--- config.mk ---
export PLATFORM = sky130hd
export DESIGN_NAME = rdclk_read_fifo_flat
export DESIGN_NICKNAME = d
export VERILOG_FILES = /design/src/rtl/rdclk_read_fifo_if.sv /design/src/rtl/rdclk_read_fifo.sv /design/src/flat_wrapper.sv
export SDC_FILE = /design/constraint.sdc
export NUM_CORES = 1
export LEC_CHECK = 0
export ABC_AREA = 1
export CAP_MARGIN = 20
export CORE_ASPECT_RATIO = 0.5
export CORE_UTILIZATION = 48
export CTS_CLUSTER_DIAMETER = 200
export DETAILED_ROUTE_END_ITERATION = 16
export PLACE_DENSITY = 0.73
export SLEW_MARGIN = 20
export SYNTH_ARGS = -nofsm -noshare
export SYNTH_HDL_FRONTEND = slang
export SYNTH_SLANG_ARGS = --single-unit
--- constraint.sdc ---
create_clock -name rdclk -period 1.7 [get_ports rdclk]
set_input_delay 0.34 -clock rdclk [delete_from_list [all_inputs] [get_ports rdclk]]
set_output_delay 0.34 -clock rdclk [all_outputs]
set_load 0.01 [all_outputs]
--- src/rtl/rdclk_read_fifo_if.sv ---
// Handshake bundle for rdclk_read_fifo: write request side, valid/ready
// read side with first-word fall-through, and status outputs.
interface rdclk_read_fifo_if #(
  parameter int WIDTH = 8,
  parameter int DEPTH = 4
);
  localparam int AW = $clog2(DEPTH);

  logic             wr_en;
  logic [WIDTH-1:0] wr_data;
  logic             full;
  logic             rd_valid;
  logic             rd_ready;
  logic [WIDTH-1:0] rd_data;
  logic [AW:0]      count;
  logic             overflow;

  // Producer/consumer environment driving the FIFO.
  modport master (
    output wr_en, wr_data, rd_ready,
    input  full, rd_valid, rd_data, count, overflow
  );

  // The FIFO itself.
  modport slave (
    input  wr_en, wr_data, rd_ready,
    output full, rd_valid, rd_data, count, overflow
  );
endinterface

--- src/rtl/rdclk_read_fifo.sv ---
// Single-clock read-side FIFO clocked by rdclk. Holds up to DEPTH words and
// presents the head word combinationally (first-word fall-through). Status
// flags derive from the registered count only. Writes while full are dropped
// and latch a sticky overflow flag that only reset clears.
module rdclk_read_fifo #(
  parameter int WIDTH = 8,
  parameter int DEPTH = 4
) (
  input  logic                 rdclk,
  input  logic                 rst_n,
  rdclk_read_fifo_if.slave     bus
);
  localparam int AW = $clog2(DEPTH);

  logic [WIDTH-1:0] mem_q [DEPTH];
  logic [AW-1:0]    wr_ptr_q, wr_ptr_d;
  logic [AW-1:0]    rd_ptr_q, rd_ptr_d;
  logic [AW:0]      count_q, count_d;
  logic             overflow_q, overflow_d;
  logic             full_w, valid_w;
  logic             do_wr, do_rd;

  // Flags from registered count; accept/pop qualifiers; next-state values.
  always_comb begin
    full_w     = (count_q == (AW+1)'(DEPTH));
    valid_w    = (count_q != '0);
    // A full FIFO never writes, even if a pop frees a slot this same edge.
    do_wr      = bus.wr_en && !full_w;
    do_rd      = valid_w && bus.rd_ready;
    wr_ptr_d   = wr_ptr_q;
    rd_ptr_d   = rd_ptr_q;
    count_d    = count_q;
    overflow_d = overflow_q || (bus.wr_en && full_w);
    if (do_wr) wr_ptr_d = wr_ptr_q + AW'(1);
    if (do_rd) rd_ptr_d = rd_ptr_q + AW'(1);
    if (do_wr && !do_rd)      count_d = count_q + (AW+1)'(1);
    else if (do_rd && !do_wr) count_d = count_q - (AW+1)'(1);
  end

  // Pointer, occupancy and sticky-flag registers.
  always_ff @(posedge rdclk or negedge rst_n) begin
    if (!rst_n) begin
      wr_ptr_q   <= '0;
      rd_ptr_q   <= '0;
      count_q    <= '0;
      overflow_q <= 1'b0;
    end else begin
      // NOTE: non-blocking assignments in clocked blocks so every register
      // samples pre-edge values regardless of statement order.
      wr_ptr_q   <= wr_ptr_d;
      rd_ptr_q   <= rd_ptr_d;
      count_q    <= count_d;
      overflow_q <= overflow_d;
    end
  end

  // Storage write port.
  // NOTE: the array has no reset; emptiness is tracked by count, so stale
  // contents are never presented as valid, and the array maps to plain RAM.
  always_ff @(posedge rdclk) begin
    if (do_wr) mem_q[wr_ptr_q] <= bus.wr_data;
  end

  assign bus.full     = full_w;
  assign bus.rd_valid = valid_w;
  assign bus.rd_data  = mem_q[rd_ptr_q];
  assign bus.count    = count_q;
  assign bus.overflow = overflow_q;
endmodule

--- src/flat_wrapper.sv ---
// flat-port wrapper written by rule: the top's interface ports become plain ports
module rdclk_read_fifo_flat 
#(
  parameter int WIDTH = 8,
  parameter int DEPTH = 4
)
  (rdclk, rst_n, bus_wr_en, bus_wr_data, bus_rd_ready, bus_full, bus_rd_valid, bus_rd_data, bus_count, bus_overflow);
  rdclk_read_fifo_if #(.WIDTH(WIDTH), .DEPTH(DEPTH)) bus_i ();
  input  logic rdclk;
  input  logic rst_n;
  input wire logic [$bits(bus_i.wr_en)-1:0] bus_wr_en;
  input wire logic [$bits(bus_i.wr_data)-1:0] bus_wr_data;
  input wire logic [$bits(bus_i.rd_ready)-1:0] bus_rd_ready;
  output wire logic [$bits(bus_i.full)-1:0] bus_full;
  output wire logic [$bits(bus_i.rd_valid)-1:0] bus_rd_valid;
  output wire logic [$bits(bus_i.rd_data)-1:0] bus_rd_data;
  output wire logic [$bits(bus_i.count)-1:0] bus_count;
  output wire logic [$bits(bus_i.overflow)-1:0] bus_overflow;
  assign bus_i.wr_en = bus_wr_en;
  assign bus_i.wr_data = bus_wr_data;
  assign bus_i.rd_ready = bus_rd_ready;
  assign bus_full = bus_i.full;
  assign bus_rd_valid = bus_i.rd_valid;
  assign bus_rd_data = bus_i.rd_data;
  assign bus_count = bus_i.count;
  assign bus_overflow = bus_i.overflow;
  rdclk_read_fifo #(.WIDTH(WIDTH), .DEPTH(DEPTH)) u_core (.rdclk(rdclk), .rst_n(rst_n), .bus(bus_i));
endmodule
-- Word level (Yosys, flattened, before mapping)
Memories as Yosys holds them, arrays and structs flattened.
Cells that the tools add are included.
- bits in writable memories: 32
- memories: 1
- register bits after elaboration: 8
- memories (name ; depth ; bits a word ; read ports ; clocked after memory_dff ; write ports ; line ; RTL):
    u_core.mem_q ; 4 ; 8 ; 1 ; 0 ; 1 ; rdclk_read_fifo.sv:15 ; logic [WIDTH-1:0] mem_q [DEPTH];
- mux-type cells: 4
- add/subtract/negate cells: 4
- reductions and logical operators: 11
- equal/unequal tests: 1
- operator list (kind ; number):
    $mux 3 ; 2
    $logic_and 1x1->1 ; 5
    $add 2x1->2 const B ; 2
    $add 3x1->3 const B ; 1
    $eq 3x3->1 const B ; 1
    $logic_not 1->1 ; 3
    $reduce_bool 3->1 ; 1
    $sub 3x1->3 const B ; 1
    $mux 1 ; 2
    $reduce_bool 2->1 ; 1
    $logic_or 1x1->1 ; 1

-- Longest topological paths before layout
Gate-level depths: netlist (run 1).
- depth after elaboration: 7
- depth in mapped cells: 12
- gate-level depth less buffers: 12

-- Least setup slack after synthesis (run 1)
Ideal clock, no wire load.
- path kind: flip-flop to flip-flop
- start: register u_core.count_q[0] (netlist: u_core.bus.count[0])
- end: register u_core.count_q[2] (netlist: u_core.bus.count[2])
- period minus slack after synthesis: 1773 ps
- setup time: 117 ps
- slack: -73 ps
- cell stages (with the launch flop): 11
- data arrival time: 1656 ps
- data required time: 1583 ps
- cells stage by stage: dfrtp_1 > inv_1 > nand3_1 > nand2_1 > ha_1 > inv_1 > fa_1 > nand2_1 > nand3_1 > nand2_1 > nand2_1
- elaborated cells on any way between the ends: 14
- classes of those cells: 2 x add/sub; 1 x eq/ne; 2 x mux; 9 x reduce/logical
- RTL lines (item ; line ; RTL):
    from (decl) ; rdclk_read_fifo.sv:18 ; logic [AW:0] count_q, count_d;
    from (signal assigned) ; rdclk_read_fifo.sv:52 ; count_q <= count_d;
    $reduce_bool 3->1 (*) ; rdclk_read_fifo.sv:26 ; valid_w = (count_q != '0);
    via bus_rd_valid ; flat_wrapper.sv:15 ; output wire logic [$bits(bus_i.rd_valid)-1:0] bus_rd_valid;
    $logic_and 1x1->1 (*) ; rdclk_read_fifo.sv:29 ; do_rd = valid_w && bus.rd_ready;
    $logic_not 1->1 ; rdclk_read_fifo.sv:36 ; if (do_wr && !do_rd) count_d = count_q + (AW+1)'(1);
    $logic_and 1x1->1 ; rdclk_read_fifo.sv:36 ;
    $mux 3 or $reduce_bool 2->1 (tied branches) ; n/a ;
Mark *: on every way through the listed nets, which the timed path passes. The rest lies on a longest branch. The select of a mux whose other input is x is not followed.
A chain may end at the register's enable or synchronous reset.

-- Worst setup path after layout (run 1)
- start: register u_core.rd_ptr_q[0]
- end: output bus_rd_data[0]
- word-level cells in the longest chain between the ends: 1
- ends and longest elaborated chain (item ; line ; RTL):
    from (decl) ; rdclk_read_fifo.sv:17 ; logic [AW-1:0] rd_ptr_q, rd_ptr_d;
    from (signal assigned) ; rdclk_read_fifo.sv:51 ; rd_ptr_q <= rd_ptr_d;
    $mem_v2 4x8 ; n/a ;
    to (decl) ; flat_wrapper.sv:16 ; output wire logic [$bits(bus_i.rd_data)-1:0] bus_rd_data;
No other way between the ends.

==> results of run 1 <==
cell usage in the layout, fill, tap and decap left out, types with 2 or more instances in the layout:
cell type        count
buf_12               2
buf_2                8
buf_4               19
buf_6                4
clkbuf_8             5
clkdlybuf4s50_1     14
clkinv_1             2
dfrtp_1              7
edfxtp_1            32
ha_1                 4
inv_1               28
inv_2                4
nand2_1             37
nand2_2              7
nand3_1              5
nor2_1               4
o211ai_1            16
logic make-up after synthesis:
logic type | count (synthesis) | synth area share
flip-flops | 40 | 0.6572
AND/OR/NAND/NOR | 56 | 0.1254
adder cells (fa/ha/maj) | 6 | 0.04674
AO/OA/AOI/OAI | 17 | 0.07082
buffers and inverters | 37 | 0.09489
XOR/XNOR | 1 | 0.004958
repair_timing:
action	CTS	global route
resized for setup	39	14
pin swaps	3	7
cloned	1	1
buffers inserted	5	4
endpoints found under the setup margin	12	13
per-stage QoR:
step,util,setup TNS (ps),setup slack (ps)
global route,0.7041,-572.0,-92.85
global placement,0.6353,-320.0,-176.9
detailed placement,0.6353,-539.4,-243.0
floorplan,-,0,4.364
CTS,0.6804,-214.8,-151.1
finish,0.7041,-129.9,-70.58
state kept, by name, summed over array words and instances, names as in the netlist:
| name | flops |
|---|---|
| u_core.bus.count | 3 |
| u_core.bus.overflow | 1 |
| u_core.mem_q | 32 |
| u_core.rd_ptr_q | 2 |
| u_core.wr_ptr_q | 2 |
routing by layer:
metal / wire, microns / share of wire / vias up / track usage
met4: 59 / 0.018 / 0 / 0.07213
met1: 1458 / 0.43 / 564 / 0.2167
met3: 140 / 0.042 / 11 / 0.04753
met2: 1707 / 0.51 / 29 / 0.3178
li1: - / - / 626 / -
met5: 0 / 0 / - / 0
final timing paths:
check | startpoint | end | slack, ps | cells past startpoint
hold reg to reg | u_core.bus.overflow$_DFF_PN0_ | u_core.bus.overflow$_DFF_PN0_ | 470 | 2
min in group rdclk | u_core.bus.overflow$_DFF_PN0_ | u_core.bus.overflow$_DFF_PN0_ | 470 | 2
max in group asynchronous | rst_n | u_core.bus.count[0]$_DFFE_PN0P_ | 1050 | 1
setup reg to reg | u_core.bus.count[1]$_DFFE_PN0P_ | u_core.bus.count[2]$_DFFE_PN0P_ | 10 | 11
hold / removal | rst_n | u_core.rd_ptr_q[0]$_DFFE_PN0P_ | 350 | 1
setup / recovery | u_core.rd_ptr_q[0]$_DFFE_PN0P_ | bus_rd_data[0] | -70 | 6
worst max-delay path, stage by stage, from the launching register on:
cell,delay (ps)
dfrtp_1,380
inv_2,70
buf_12,140
buf_16,130
o211ai_1,190
nand2_1,80
buf_2,150
cell type report:
class                           instances  area, sq um
Clock buffer                            5        68.82
Sequential cell                        40         1162
Fill cell                             239         1027
Inverter                               33        123.9
Timing Repair Buffer                   52        491.7
Multi-Input combinational cell         80        491.7
Clock inverter                          3        42.54
Tap cell                               51        63.81
power breakdown:
group | internal, mW | switching (mW) | total (mW)
registers | 1.31 | 0.102 | 1.41
logic | 1.03 | 1.06 | 2.10
clock network | 0.434 | 0.317 | 0.751
==> summary.md, run 1 <==
| Metric | Value |
|---|---|
| Outcome | `complete, but fails checks` |
| Failing checks | `setup timing` |
| Skew-Pair Late Insertion Delay | `290 ps` |
| WL final | `3.367 mm` |
| Nets | `230` |
| Number of synthesis warnings | `0` |
| DR vias | `1230` |
| Post-synth top area cell | `edfxtp_1` |
| Most numerous cell in the Yosys netlist | `nand2_1` |
| Die Ht | `44.90 microns` |
| Synth top area cells | `edfxtp_1, dfrtp_1, nand2_1` |
| Min Hold Slack | `345.5 ps` |
| Commonest register cell after synthesis | `edfxtp_1` |
| Crit path required time | `1360 ps` |
| Ports | `26` |
| Total GRT Usage | `0.1800` |
| Setup CP Type | `register to primary output` |
| GPL Wtd Cong | `0.6825` |
| Fmax | `564.8 MHz` |
| Initial Utilization | `0.5088` |
| Area delta synth->final | `38.39%` |
| Vias per cell | `4.659` |
| Final min period | `1771 ps` |
| First-pass DRT Iterations | `4` |
| Finished Layout Cells | `264` |
| Hold Fails Final Rpt | `0` |
| Ratio of cells with drive above 1 in the final layout | `0.2770` |
| Power, Total | `4.260 mW` |
| ANT cells | `0` |
| WL/cell | `12.75 microns` |
| Die width | `87.80 microns` |
| Syn_area_per_cell | `11.25 sq um` |
| Post-route ant nets | `0` |
| Vias in the first global route | `1126` |
| Nature of the critical path endpoint | `primary output` |
| CTS root buffer | `clkbuf_8` |
| Placed cell count | `246` |
| Slew @ Worst Pin | `408.9 ps` |
| Final setup fails | `6` |
| Critical Path Start Type | `register` |
| Post-synth net total | `175` |
| P_leak | `1.096 nW` |
| RSZ-0062 raised after global routing | `yes` |
| Worst slew margin | `0.7266` |
| Maximum fanout along the worst path | `6` |
| Final Instance Area | `2445 sq um` |
| Max H-tree Level | `2` |
| Post-synth EDFFs | `32` |
| Clk sinks | `40` |
| Input/output buffers | `25` |
| Initial antenna violation count | `0` |
| Std-Cell Rows | `15` |
| FF+latch count, synth | `40` |
| DP Wirelength | `2.137 mm` |
| Synth unique cells | `17` |
| Leading cell types by count after synthesis | `nand2_1, edfxtp_1, inv_1, o211ai_1, dfrtp_1` |
| Worst-path clk slew | `70 ps` |
| CTS tree | `yes` |
| Placement Cell Area | `2206 sq um` |
| Cell Area, Synth | `1767 sq um` |
| First-pass GRT wire length | `5.016 mm` |
| Clk buf depth | `2` |
| Peak supply drop | `0.9063 mV` |
| Core area | `3472 sq um` |
| Ys async rst share | `0.2000` |
| Worst Slack Setup Final | `-70.58 ps` |
| Drt drc | `0` |
| Die ar. | `3942 sq um` |
| Hold Buf Count CTS | `0` |
| CTS buffer count | `5` |
| Share of the synthesized area in the top cell type | `0.5439` |
| Final worst-path cycle share | `1.042` |
| Syn Inst Count | `157` |
| Hold Crit Class | `primary input to asynchronous set/reset pin` |
| CP Data Arrival Time | `1430 ps` |
| Post-synthesis sequential area ratio | `0.6572` |
| Fin. max-slew vios | `0` |
| Maxcap violations | `0` |
| PD cells | `1743 nW/um^2` |
| Pin count of the biggest net entering global routing | `14` |
| Gr ovfl total | `0` |
| Initial DRC count | `28` |
| Worst Clk Skew | `5.880 ps` |
No activity file was read; power rests on OpenSTA's default activity.
==> inputs of run 2 (changes only) <==
- CORE_UTILIZATION: 48 -> 53
- PLACE_DENSITY: 0.73 -> 0.76
- clock period: 1.7 -> 1.9 ns (I/O delays scaled with it)
==> summary.md, run 2 (synthesis gave the netlist of run 1 again) <==
| Metric | Value |
|---|---|
| Outcome | `finished, final reports clean (was complete, but fails checks)` |
| WL/cell | `13.16 microns (was 12.75 microns)` |
| Finished Layout Cells | `239 (was 264)` |
| Ports | `26 (unchanged)` |
| Post-route ant nets | `0 (unchanged)` |
| Final worst-path cycle share | `0.9598` |
| Core area | `3083 sq um (was 3472 sq um)` |
| CTS tree | `yes (unchanged)` |
| Highest-count cells in the layout ignoring fill and taps | `nand2_1, edfxtp_1, inv_1 (unchanged)` |
| DP Wirelength | `2.118 mm (was 2.137 mm)` |
| Pin count of the biggest net entering global routing | `18 (was 14)` |
| Max H-tree Level | `2 (unchanged)` |
| CTS buffer count | `5 (unchanged)` |
| Worst Clk Skew | `6.245 ps (was 5.880 ps)` |
| Peak supply drop | `0.9899 mV (was 0.9063 mV)` |
| Nets | `217 (was 230)` |
| CP Cell Sequence | `inv_1 > nand3_2 > nand2_1 > ha_1 > inv_1 > fa_1 > inv_1 > nand2_1 > nand3_1 > nand2_1 > nand2_1 (was inv_2 > buf_12 > buf_16 > o211ai_1 > nand2_1 > buf_2)` |
| Area delta synth->final | `26.98% (was 38.39%)` |
| Total GRT Usage | `0.1913 (was 0.1800)` |
| Min Hold Slack | `368.7 ps (was 345.5 ps)` |
| Hold Buf Count CTS | `0 (unchanged)` |
| Top reg by flops | `u_core.mem_q (unchanged)` |
| Slew @ Worst Pin | `368.1 ps (was 408.9 ps)` |
| Std-Cell Rows | `14 (was 15)` |
| CP Data Arrival Time | `2050 ps (was 1430 ps)` |
| Maxcap violations | `0 (unchanged)` |
| Initial antenna violation count | `0 (unchanged)` |
| First-pass GRT wire length | `5.016 mm (unchanged)` |
| CP most frequent cell | `nand2_1` |
| Skew-Pair Late Insertion Delay | `280 ps (was 290 ps)` |
| Gr ovfl total | `0 (unchanged)` |
| Hold Crit Class | `primary input to asynchronous set/reset pin (unchanged)` |
| Hold Fails Final Rpt | `0 (unchanged)` |
| ANT cells | `0 (unchanged)` |
| Clk buf depth | `2 (unchanged)` |
| Die width | `83.65 microns (was 87.80 microns)` |
| GPL Wtd Cong | `0.7562 (was 0.6825)` |
| Worst slew margin | `0.7538 (was 0.7266)` |
| Nature of the critical path endpoint | `register (was primary output)` |
| Placed cell count | `229 (was 246)` |
| Die ar. | `3582 sq um (was 3942 sq um)` |
| Delay of the slowest critical-path stage | `430 ps (was 380 ps)` |
| WL final | `3.145 mm (was 3.367 mm)` |
| Input/output buffers | `25 (unchanged)` |
| Max FFs per register | `32 (unchanged)` |
| Maximum fanout along the worst path | `4 (was 6)` |
| Most common cell after layout, fill and taps aside | `nand2_1 (unchanged)` |
| Critical Path Start Type | `register (unchanged)` |
| Setup CP Type | `register to register (was register to primary output)` |
| Final setup fails | `0 (was 6)` |
| CTS root buffer | `clkbuf_8 (unchanged)` |
| Vias per cell | `4.862 (was 4.659)` |
| Clk sinks | `40 (unchanged)` |
| Die Ht | `42.83 microns (was 44.90 microns)` |
| First-pass DRT Iterations | `4 (unchanged)` |
| Final min period | `1824 ps` |
| Fin. max-slew vios | `0 (unchanged)` |
| Vias in the first global route | `1139 (was 1126)` |
| Initial DRC count | `82 (was 28)` |
| Initial Utilization | `0.5731 (was 0.5088)` |
| Max stage delay cell, worst path | `dfrtp_1 (unchanged)` |
| P_leak | `1.004 nW (was 1.096 nW)` |
| Worst-path clk slew | `80 ps (was 70 ps)` |
| Drt drc | `0 (unchanged)` |
| Setup_tns | `0 ps (was -129.9 ps)` |
| Ratio of cells with drive above 1 in the final layout | `0.1357 (was 0.2770)` |
| Crit path required time | `2130 ps (was 1360 ps)` |
| PD cells | `1457 nW/um^2 (was 1743 nW/um^2)` |
| DR vias | `1162 (was 1230)` |
| Fmax | `548.4 MHz` |
## run 2: stage by stage
step	setup WS [ps]	total power, mW	cell area, sq um	utilization
after floorplan	126.6	2.126	1767	-
after global placement	-21.61	2.683	2118	0.6871
after detailed placement	-115.6	2.736	2118	0.6871
after CTS	1.477	3.274	2231	0.7236
after global routing	-12.21	3.499	2243	0.7277
final	76.46	3.268	2243	0.7277
## run 2: path summary, 6_finish.rpt
kind	startpoint	endpoint	slack, ps	cells after the start
worst max-delay path	u_core.bus.count[2]$_DFFE_PN0P_	u_core.bus.count[2]$_DFFE_PN0P_	80	11
worst min register to register	u_core.bus.overflow$_DFF_PN0_	u_core.bus.overflow$_DFF_PN0_	470	2
min in group rdclk	u_core.bus.overflow$_DFF_PN0_	u_core.bus.overflow$_DFF_PN0_	470	2
worst min-delay path	rst_n	u_core.bus.overflow$_DFF_PN0_	370	1
worst max register to register	u_core.bus.count[2]$_DFFE_PN0P_	u_core.bus.count[2]$_DFFE_PN0P_	80	11
max in group asynchronous	rst_n	u_core.wr_ptr_q[0]$_DFFE_PN0P_	1260	1
## run 2: repair_timing
item / CTS / global route
setup endpoints to repair: 9 / 6
hold endpoints to repair: 0 / 0
cloned: 1 / 1
gates resized for setup: 13 / 6
buffers inserted: 1 / 0
## run 2: final cells by class
cell class | instances | area [sq um]
inverter | 33 | 125.1
sequential | 40 | 1161
clock buffer | 5 | 68.82
multi-input combinational | 80 | 447.9
fill | 219 | 839.6
tap | 40 | 50.05
clock inverter | 2 | 12.51
timing repair buffer | 39 | 377.9
## run 2: report_power, final
| part | leakage (nW) | internal (mW) | switching, mW | total [mW] |
|---|---|---|---|---|
| Combinational | 0.578 | 0.675 | 0.798 | 1.47 |
| Sequential | 0.387 | 1.17 | 0.0950 | 1.27 |
| Clock | 0.0400 | 0.248 | 0.280 | 0.528 |
| Total | 1.00 | 2.09 | 1.17 | 3.27 |
## run 2: routing by layer
metal | global-route usage | vias up | part of all wire
met2 | 0.3480 | 28 | 0.50
li1 | - | 595 | -
met3 | 0.05447 | 6 | 0.048
met5 | 0 | - | 0
met4 | 0.06780 | 0 | 0.011
met1 | 0.2215 | 533 | 0.44
## run 2: critical path, delay by kind of cell (launching register included)
family	cells	cell delay, ps
adder cells (fa/ha/maj)	2	560
flip-flops	1	430
buffers and inverters	3	260
AND/OR/NAND/NOR	6	520
